**config.mk**
```make
export PLATFORM = sky130hd
export DESIGN_NAME = trigger_sequencer
export DESIGN_NICKNAME = d
export VERILOG_FILES = /design/src/rtl/trigger_sequencer.sv
export SDC_FILE = /design/constraint.sdc
export NUM_CORES = 1
export LEC_CHECK = 0
export CORE_AREA = 5 5 191 193
export DETAILED_ROUTE_END_ITERATION = 10
export DIE_AREA = 0 0 196 198
export HOLD_SLACK_MARGIN = 0.05
export PLACE_DENSITY = 0.87
export SLEW_MARGIN = 20
export SYNTH_ARGS = -nofsm -noshare
export SYNTH_HDL_FRONTEND = slang
export SYNTH_SLANG_ARGS = --single-unit
```
**constraint.sdc**
```tcl
create_clock -name clk -period 4.2 [get_ports clk]
set_clock_uncertainty 0.2 [all_clocks]
set_input_delay 0.42 -clock clk [delete_from_list [all_inputs] [get_ports clk]]
set_output_delay 0.42 -clock clk [all_outputs]
set_load 0.1 [all_outputs]
```
**src/rtl/trigger_sequencer.sv**
```systemverilog
// Multi-stage sequential trigger on the logic-analyser sample path.
// Samples pass through one register stage and are tagged with arm/trigger/end events.
module trigger_sequencer #(
  parameter int BDW = 32,
  parameter int BAW = 6,
  parameter int SDW = 32,
  parameter int TSN = 4,
  parameter int TCW = 16,
  parameter int TSW = (TSN > 1) ? $clog2(TSN) : 1
) (
  input  logic           clk,
  input  logic           rst,
  output logic           bus_wready,
  input  logic           bus_wvalid,
  input  logic [BAW-1:0] bus_waddr,
  input  logic [BDW-1:0] bus_wdata,
  output logic           sti_tready,
  input  logic           sti_tvalid,
  input  logic [SDW-1:0] sti_tdata,
  input  logic           sto_tready,
  output logic           sto_tvalid,
  output logic [1:0]     sto_tevent,
  output logic [SDW-1:0] sto_tdata,
  output logic [1:0]     sts_state,
  output logic [TSW-1:0] sts_stage
);

  // state | meaning
  // IDLE  | not armed, no tagging
  // ARMED | walking the stage table
  // POST  | triggered, counting post-trigger samples
  // DONE  | capture finished, waiting for rearm
  localparam logic [1:0] ST_IDLE  = 2'd0;
  localparam logic [1:0] ST_ARMED = 2'd1;
  localparam logic [1:0] ST_POST  = 2'd2;
  localparam logic [1:0] ST_DONE  = 2'd3;

  localparam logic [1:0] EV_NONE = 2'b00;
  localparam logic [1:0] EV_ARM  = 2'b01;
  localparam logic [1:0] EV_TRIG = 2'b10;
  localparam logic [1:0] EV_END  = 2'b11;

  localparam int SIW = BAW - 3;
  localparam logic [TCW-1:0] CNT_MAX = '1;

  logic [SDW-1:0] val  [TSN];
  logic [SDW-1:0] msk  [TSN];
  logic [TCW-1:0] cnt  [TSN];
  logic           cons [TSN];
  logic [TCW-1:0] post;
  logic [TSW-1:0] last;

  logic [1:0]     state;
  logic [TSW-1:0] stage;
  logic [TCW-1:0] occ;
  logic [TCW-1:0] pcnt;
  logic           pend;

  logic           xfer;
  logic           wr_glob;
  logic           wr_stage;
  logic [SIW-1:0] widx;
  logic           cmd_arm;
  logic           cmd_abort;

  assign bus_wready = 1'b1;
  assign sti_tready = !sto_tvalid | sto_tready;
  assign xfer       = sti_tvalid & sti_tready;
  assign sts_state  = state;
  assign sts_stage  = stage;

  assign wr_glob   = bus_wvalid & ~bus_waddr[BAW-1];
  assign wr_stage  = bus_wvalid &  bus_waddr[BAW-1];
  assign widx      = bus_waddr[BAW-2:2];
  assign cmd_abort = wr_glob & (bus_waddr[BAW-2:0] == '0) & bus_wdata[1];
  assign cmd_arm   = wr_glob & (bus_waddr[BAW-2:0] == '0) & bus_wdata[0];

  logic [SDW-1:0] s_val;
  logic [SDW-1:0] s_msk;
  logic [TCW-1:0] s_cnt;
  logic           s_cons;
  logic           hit;
  logic [TCW-1:0] eff;
  logic [TCW-1:0] occ_inc;
  logic [TCW-1:0] pcnt_inc;
  logic [TSW-1:0] last_eff;

  logic [1:0]     state_n;
  logic [TSW-1:0] stage_n;
  logic [TCW-1:0] occ_n;
  logic [TCW-1:0] pcnt_n;
  logic           pend_n;
  logic [1:0]     ev;

  always_comb begin
    s_val    = val[stage];
    s_msk    = msk[stage];
    s_cnt    = cnt[stage];
    s_cons   = cons[stage];
    hit      = ((sti_tdata ^ s_val) & s_msk) == '0;
    eff      = (s_cnt == '0) ? TCW'(1) : s_cnt;
    occ_inc  = (occ == CNT_MAX) ? occ : occ + TCW'(1);
    pcnt_inc = (pcnt == CNT_MAX) ? pcnt : pcnt + TCW'(1);
    last_eff = (int'(last) >= TSN) ? TSW'(TSN - 1) : last;

    state_n = state;
    stage_n = stage;
    occ_n   = occ;
    pcnt_n  = pcnt;
    pend_n  = pend;
    ev      = EV_NONE;

    case (state)
      ST_ARMED: begin
        if (pend) begin
          ev     = EV_ARM;
          pend_n = 1'b0;
        end
        if (hit) begin
          if (occ_inc == eff) begin
            occ_n = '0;
            if (stage == last_eff) begin
              ev      = EV_TRIG;
              state_n = (post == '0) ? ST_DONE : ST_POST;
            end else begin
              stage_n = stage + TSW'(1);
            end
          end else begin
            occ_n = occ_inc;
          end
        end else if (s_cons) begin
          occ_n = '0;
        end
      end
      ST_POST: begin
        pcnt_n = pcnt_inc;
        if (pcnt_inc == post) begin
          ev      = EV_END;
          state_n = ST_DONE;
        end
      end
      default: ;
    endcase
  end

  always_ff @(posedge clk) begin
    if (rst) begin
      for (int i = 0; i < TSN; i++) begin
        val[i]  <= '0;
        msk[i]  <= '0;
        cnt[i]  <= '0;
        cons[i] <= 1'b0;
      end
      post <= '0;
      last <= TSW'(TSN - 1);
    end else begin
      if (wr_glob && bus_waddr[BAW-2:0] == (BAW-1)'(1))
        post <= bus_wdata[TCW-1:0];
      if (wr_glob && bus_waddr[BAW-2:0] == (BAW-1)'(2))
        last <= bus_wdata[TSW-1:0];
      for (int i = 0; i < TSN; i++) begin
        if (wr_stage && widx == SIW'(i)) begin
          case (bus_waddr[1:0])
            2'd0: val[i] <= bus_wdata[SDW-1:0];
            2'd1: msk[i] <= bus_wdata[SDW-1:0];
            2'd2: begin
              cnt[i]  <= bus_wdata[TCW-1:0];
              cons[i] <= bus_wdata[TCW];
            end
            default: ;
          endcase
        end
      end
    end
  end

  // A control command in the same cycle as a transfer takes the FSM;
  // that sample passes untagged and the arm tag lands on the next one.
  always_ff @(posedge clk) begin
    if (rst) begin
      sto_tvalid <= 1'b0;
      sto_tevent <= EV_NONE;
      sto_tdata  <= '0;
      state      <= ST_IDLE;
      stage      <= '0;
      occ        <= '0;
      pcnt       <= '0;
      pend       <= 1'b0;
    end else begin
      if (xfer) begin
        sto_tvalid <= 1'b1;
        sto_tdata  <= sti_tdata;
        sto_tevent <= (cmd_arm | cmd_abort) ? EV_NONE : ev;
      end else if (sto_tready) begin
        sto_tvalid <= 1'b0;
      end

      if (cmd_abort) begin
        state <= ST_IDLE;
        stage <= '0;
        occ   <= '0;
        pcnt  <= '0;
        pend  <= 1'b0;
      end else if (cmd_arm) begin
        state <= ST_ARMED;
        stage <= '0;
        occ   <= '0;
        pcnt  <= '0;
        pend  <= 1'b1;
      end else if (xfer) begin
        state <= state_n;
        stage <= stage_n;
        occ   <= occ_n;
        pcnt  <= pcnt_n;
        pend  <= pend_n;
      end
    end
  end

endmodule

```
======== Yosys cells after proc, flatten, opt, wreduce, memory -nomap -nowiden ========
Memory sizes are Yosys's and may differ from the RTL's. A register that Yosys moved wholly into a read port is not among the register bits.
Cells that the tools add are included.
word-level totals
  flip-flop bits (word level) ............. 90
  memories ................................ 4
  bits in writable memories ............... 324
  logic and storage cells ................. 186
  output and inout bits ................... 41
cells by class
  reduce and logical (&&, ||, !) cells .... 27
  eq/ne operators ......................... 22
  mux-type cells .......................... 91
  bitwise operators ....................... 28
  add/sub/neg operators ................... 3
memory list
  name  depth  width  read ports  clocked after Yosys merged registers in  wr ports  line  RTL
  msk   4      32     1           1                                        4         47    logic [SDW-1:0] msk [TSN];
  val   4      32     1           1                                        4         46    logic [SDW-1:0] val [TSN];
  cnt   4      16     1           1                                        4         48    logic [TCW-1:0] cnt [TSN];
  cons  4      1      1           1                                        4         49    logic cons [TSN];
operator list
  cell                                                 number
  2-to-1 mux 32 bit                                    8
  2-to-1 mux 16 bit                                    10
  2-to-1 mux 1 bit                                     54
  2-to-1 mux 2 bit                                     17
  adder 16 x 1 -> 16 bit, second input constant        2
  AND 32 bit                                           1
  equality test 16 bit                                 2
  equality test 16 bit, second input constant          2
  logical NOT 16 bit                                   2
  logical NOT 32 bit                                   1
  bitwise XOR 32 bit                                   1
  bitwise OR 1 bit                                     18
  inequality test 3 bit, second input constant         4
  AND reduction 6 bit                                  2
  nonzero test 2 bit                                   5
  inequality test 2 bit, second input constant         4
  one-hot mux 2 bit (2 select lines)                   2
  AND 1 bit                                            6
  equality test 3 x 2 -> 1 bit, second input constant  2
  logical AND 1 bit                                    6
  equality test 5 x 1 -> 1 bit, second input constant  1
  equality test 5 x 2 -> 1 bit, second input constant  1
  logical NOT 5 bit                                    1
  AND reduction 5 bit                                  1
  other kinds (14)                                     18

======== Depth between registers and ports, before layout ========
Gate-level depths: netlist of the first run.
  word-level depth ........................ 8
  gate-level depth with buffers ........... 14
  depth with buffers taken out ............ 10

======== Worst setup path before layout of the first run ========
Ideal clock, no wire load.
  path type ............................... register to register
  start ................................... register sto_tvalid
  end ..................................... register occ[8]
  data arrival time ....................... 3169 ps
  period minus slack after synthesis ...... 3460 ps
  setup slack ............................. 740 ps
  cell stages (with the launch flop) ...... 8
  data required time ...................... 3909 ps
  cells stage by stage .................... dfxtp_1 -> nand2b_1 -> and2_1 -> clkbuf_1 -> nand2_1 -> o21bai_1 -> inv_1 -> a311oi_1
on the way
  cells in the longest elaborated chain, start to end .. 4
ends and longest elaborated chain
  item                                  line  RTL
  start, declared                       21    output logic sto_tvalid,
  start signal, assigned                181   sto_tvalid <= 1'b0;
  start signal, assigned                191   sto_tvalid <= 1'b1;
  start signal, assigned                195   sto_tvalid <= 1'b0;
  logical NOT 1 bit                     67    assign sti_tready = !sto_tvalid | sto_tready;
  bitwise OR 1 bit                      67
  via sti_tready                        17    output logic sti_tready,
  AND 1 bit                             68    assign xfer = sti_tvalid & sti_tready;
  AND reduction 3 bit (no source line)  --
  end signal, assigned                  213   occ <= occ_n;
  end, declared                         55    logic [TCW-1:0] occ;
The timed path passes the listed nets, and every way through them passes these cells.
A chain may end at the register's enable or synchronous reset.

======== Final worst setup path of the first run ========
  start ................................... register occ[0]
  end ..................................... register state[0] (netlist: sts_state[0])
on the way
  cells in the longest elaborated chain, start to end .. 5
  elaborated cells on any way between the ends .. 6
  classes of those cells .................. 1 x add/sub; 3 x eq/ne; 1 x mux; 1 x reduce/logical
ends and longest elaborated chain
  item                                                                   line  RTL
  adder 16 x 1 -> 16 bit / equality test 16 bit (equally long branches)  102   occ_inc = (occ == CNT_MAX) ? occ : occ + TCW'(1);
  2-to-1 mux 16 bit (*)                                                  102
  equality test 16 bit (*)                                               120   if (occ_inc == eff) begin
  inequality test 3 bit (no source line) (*)                             --
  AND reduction 6 bit (no source line) (*)                               --
  end signal, assigned                                                   211   state <= state_n;
  end, declared                                                          53    logic [1:0] state;
Mark *: on every way between the ends. The rest lies on a longest branch, timed or not.

==> results of run 1 <==
-- worst register-to-register path, cell delays in order, from the launching register on --
cell      delay (ns)
dfxtp_1         0.55
ha_1            0.50
nand3_1         0.22
nor4_4          0.39
mux2i_1         0.30
xor2_1          0.22
nand4_1         0.19
nor4_4          0.32
buf_4           0.20
nand4_2         0.19
a21o_1          0.26
a311oi_1        0.24
-- sequential cells by signal, summed over array words and instances, names as in the netlist, 4 cells and up, named ones only --
name / flops
val: 128
sto_tdata: 32
post: 16
msk: 128
cnt: 64
pcnt: 16
occ: 16
cons: 4
-- power by group through the flow --
stage | clock (mW) | sequential, mW | combinational (mW)
after floorplan | 0 | 4.89 | 0.303
after global placement | 0 | 4.77 | 0.756
after detailed placement | 0 | 4.79 | 0.766
after CTS | 3.73 | 4.70 | 0.772
after global routing | 3.92 | 4.72 | 0.816
final | 3.73 | 4.71 | 0.789
-- per-stage QoR --
| step | hold slack, ns | instances |
|---|---|---|
| 2_1_floorplan | 0.2350 | 1806 |
| 3_3_place_gp | 0.2420 | 2302 |
| 3_5_place_dp | 0.2487 | 2302 |
| 4_1_cts | 0.2004 | 2379 |
| 5_1_grt | 0.2305 | 2379 |
| 6_report | 0.2319 | 2381 |
-- cells by family (layout without fill, tap and decap cells) --
group	Yosys count	in the layout	share of synthesized area
fa+ha+maj	4	4	0.002450
xor+xnor	97	97	0.04159
simple gates	841	841	0.2444
other cells	1	3	0.0001836
flops	416	416	0.5665
buf+inv	164	282	0.03424
mux	28	28	0.02536
compound gates	255	255	0.08527
-- cell usage after synthesis, types with 5 or more instances --
library cell    n
a211oi_1        7
and2_1        329
a21o_1         11
edfxtp_1      324
dfxtp_1        92
or4bb_1         8
a222oi_1        6
nand2b_1       16
o22ai_1         7
mux2i_1         9
mux4_2         19
a32o_1          5
nor3_1         23
nand4b_1       17
nand4_1        25
o21ai_0        25
inv_1          33
a41oi_1         5
nor3b_1         5
clkbuf_1       89
nand2_1       178
nor2_1         55
nand3_1        40
a21oi_1        87
and4b_1        20
and4_1          9
nor2b_1        11
and3_1          7
xor2_1         70
o31ai_1         6
xnor2_1        27
buf_2          28
nor4bb_1       18
nand3b_1       25
a22oi_1        11
a31oi_1        14
nor4_1         24
a311oi_1       11
or3_1           7
-- path summary, 6_finish.rpt --
check | to | start | cells past startpoint | slack [ns]
worst min-delay path | sto_tdata[6] | rst | 2 | 0.23
worst min register to register | sto_tdata[4] | sto_tdata[4] | 2 | 0.25
worst max-delay path | sts_state[0] | occ[0] | 11 | 0.30
worst max register to register | sts_state[0] | occ[0] | 11 | 0.30
-- cell usage in the layout, fill, tap and decap left out, types with 16 or more instances in the layout --
| cell | instances |
|---|---|
| and2_1 | 329 |
| dfxtp_1 | 91 |
| nor4_1 | 24 |
| xor2_1 | 70 |
| o21ai_0 | 25 |
| nand3b_1 | 25 |
| nor3_1 | 23 |
| clkdlybuf4s50_1 | 113 |
| and4b_1 | 20 |
| a21oi_1 | 87 |
| nand4b_1 | 17 |
| nand2b_1 | 16 |
| nand3_1 | 40 |
| inv_1 | 33 |
| nand4_1 | 25 |
| edfxtp_1 | 324 |
| mux4_2 | 19 |
| nor4bb_1 | 18 |
| nand2_1 | 178 |
| xnor2_1 | 27 |
| clkbuf_16 | 45 |
| nor2_1 | 47 |
| buf_4 | 55 |
-- area by class of cell --
| cell class | instances | share of cell area |
|---|---|---|
| diodes | 2 | 0.0002137 |
| clock buffers | 67 | 0.05465 |
| clock inverters | 10 | 0.003686 |
| inverters | 34 | 0.005449 |
| multi-input cells | 1226 | 0.3496 |
| flip-flops and latches | 416 | 0.4942 |
| well taps | 455 | 0.02431 |
| repair buffers | 171 | 0.06785 |
-- routing by layer --
layer  share of wire  wire, microns
met3            0.12           7482
met5               0              0
met2            0.46          27950
met4           0.043           2596
met1            0.37          22240
==> results.py, run 1 <==
metrics = {
    "run_status": {
        "status": "complete, no violations",
    },
    "yosys": {
        "yosysWarnings": 0,
        "ys_ff_latch": 416,
        "synthDistinctLibCells": 81,
        "synth_edf_count": 324,
        "seq_area_frac_synth": 0.5665,
        "syn_area_sq_um": 20430,
        "ys.flop_type": "edfxtp_1",
        "synth_top_cells_by_area": "edfxtp_1, and2_1, dfxtp_1",
        "yosysTopAreaCell": "edfxtp_1",
        "yosys.area.top_type_share": 0.4763,
        "synth_cells": 1806,
        "synth-async-reset-ratio": 0,
        "syn_area_per_cell_sq_um": 11.31,
        "synth_nets": 1885,
    },
    "clock_network": {
        "numCtsBuffers": 43,
        "cts_resized": 0,
        "cts_tree": "built",
        "cts.sinks": 416,
        "clk_pin_slew_ns": 0.06,
        "clk_latency_ns": 0.56,
        "htreeDepth": 2,
        "cts_setup_buffers": 0,
        "root_buffer": "clkbuf_16",
        "max-clock-path-buffers": 3,
        "cts_hold_buf": 0,
    },
    "global_routing": {
        "overflow": 0,
        "grt_use_met2": 0.4872,
        "grt_pass1_vias": 15180,
        "grt_usage": 0.3052,
        "gr-usage-met1": 0.4116,
        "antenna_found_initial": 1,
        "grt_pass1_wl_microns": 90770,
        "grt_max_degree": 45,
        "top_usage_layer": "met2",
        "grt_use_met3": 0.06602,
    },
    "timing": {
        "setup_tns_ns": 0,
        "finalWorstSetupSlack_ns": 0.3034,
        "hold_viol_final": 0,
        "grt_setup_unrepaired": "no",
        "period_minus_slack_ns": 3.897,
        "setup_violations": 0,
        "maxSlewHeadroom": 0.2819,
        "slew_violations": 0,
        "timing.final.crit_share": 0.9278,
        "max_freq_mhz": 256.6,
        "max_slew.worst_pin.slew_ns": 1.073,
    },
    "pwr": {
        "p_comb_frac": 0.086,
        "cellInternalPower_mw": 7.020,
        "total_power_mw": 9.226,
        "pwr-share-clk": 0.404,
        "leakage_nw": 8.215,
        "p_per_area_nw_per_um2": 393.9,
        "peakVddDrop_mv": 0.3510,
        "switching_share": 0.2391,
        "p_sw_mw": 2.206,
        "seqPwrFrac": 0.510,
    },
    "cells_and_area": {
        "seq_area_sq_um": 11570,
        "fillCellCount": 2386,
        "area_growth_pct": 14.66,
        "drive_above_1_share": 0.08524,
        "multiInputGateArea_sq_um": 8188,
        "nNetsFinal": 1971,
        "fin_area_sq_um": 23420,
        "utilization": 0.6813,
    },
    "critical_path": {
        "critPathKind": "reg -> reg",
        "crit_family": "simple AND/OR/NAND/NOR gates",
        "crit_arrival_ns": 4.14,
        "path_buf_inv": 1,
        "path_common_cell": "nor4_4",
        "cpPeakStageDelay_ns": 0.55,
        "critPathLaunchType": "flop",
        "crit_chain": "ha_1, nand3_1, nor4_4, mux2i_1, xor2_1, nand4_1, nor4_4, buf_4, nand4_2, a21o_1, a311oi_1",
        "cp_data_required_time_ns": 4.45,
        "crit_fanout": 10,
        "end_kind": "flop",
        "slowest_stage": "dfxtp_1",
    },
    "placement": {
        "hpwl_microns": 39240,
        "portBuffers": 114,
        "place.gp.congestion": 0.9566,
        "place_area_sq_um": 22050,
        "pre_cts_ws_ns": 0.3286,
    },
    "floorplan": {
        "row_count": 68,
        "fp.dieW_microns": 196,
        "io_pins": 116,
        "dieArea_sq_um": 38810,
        "die_h_microns": 198,
        "core_sq_um": 34370,
        "initial_core_util": 0.5942,
    },
    "route": {
        "via_count": 15620,
        "wl_microns": 60270,
        "drtPass1Iterations": 6,
        "ant_nets": 0,
        "drtIter0Drc": 2466,
        "via_per_inst": 6.560,
        "drc": 0,
        "wl_per_cell_microns": 25.31,
    },
    "worst_hold_path": {
        "hold_class": "in -> reg",
    },
    "run": {
        "max-cap-violations": 0,
    },
}
(Power assumes the default switching activity.)
==> run 2: changes to the inputs <==
- SLEW_MARGIN: 20 -> unset
==> results of run 2 <==
The final DEF is identical to that of run 1; final timing and power are the same.
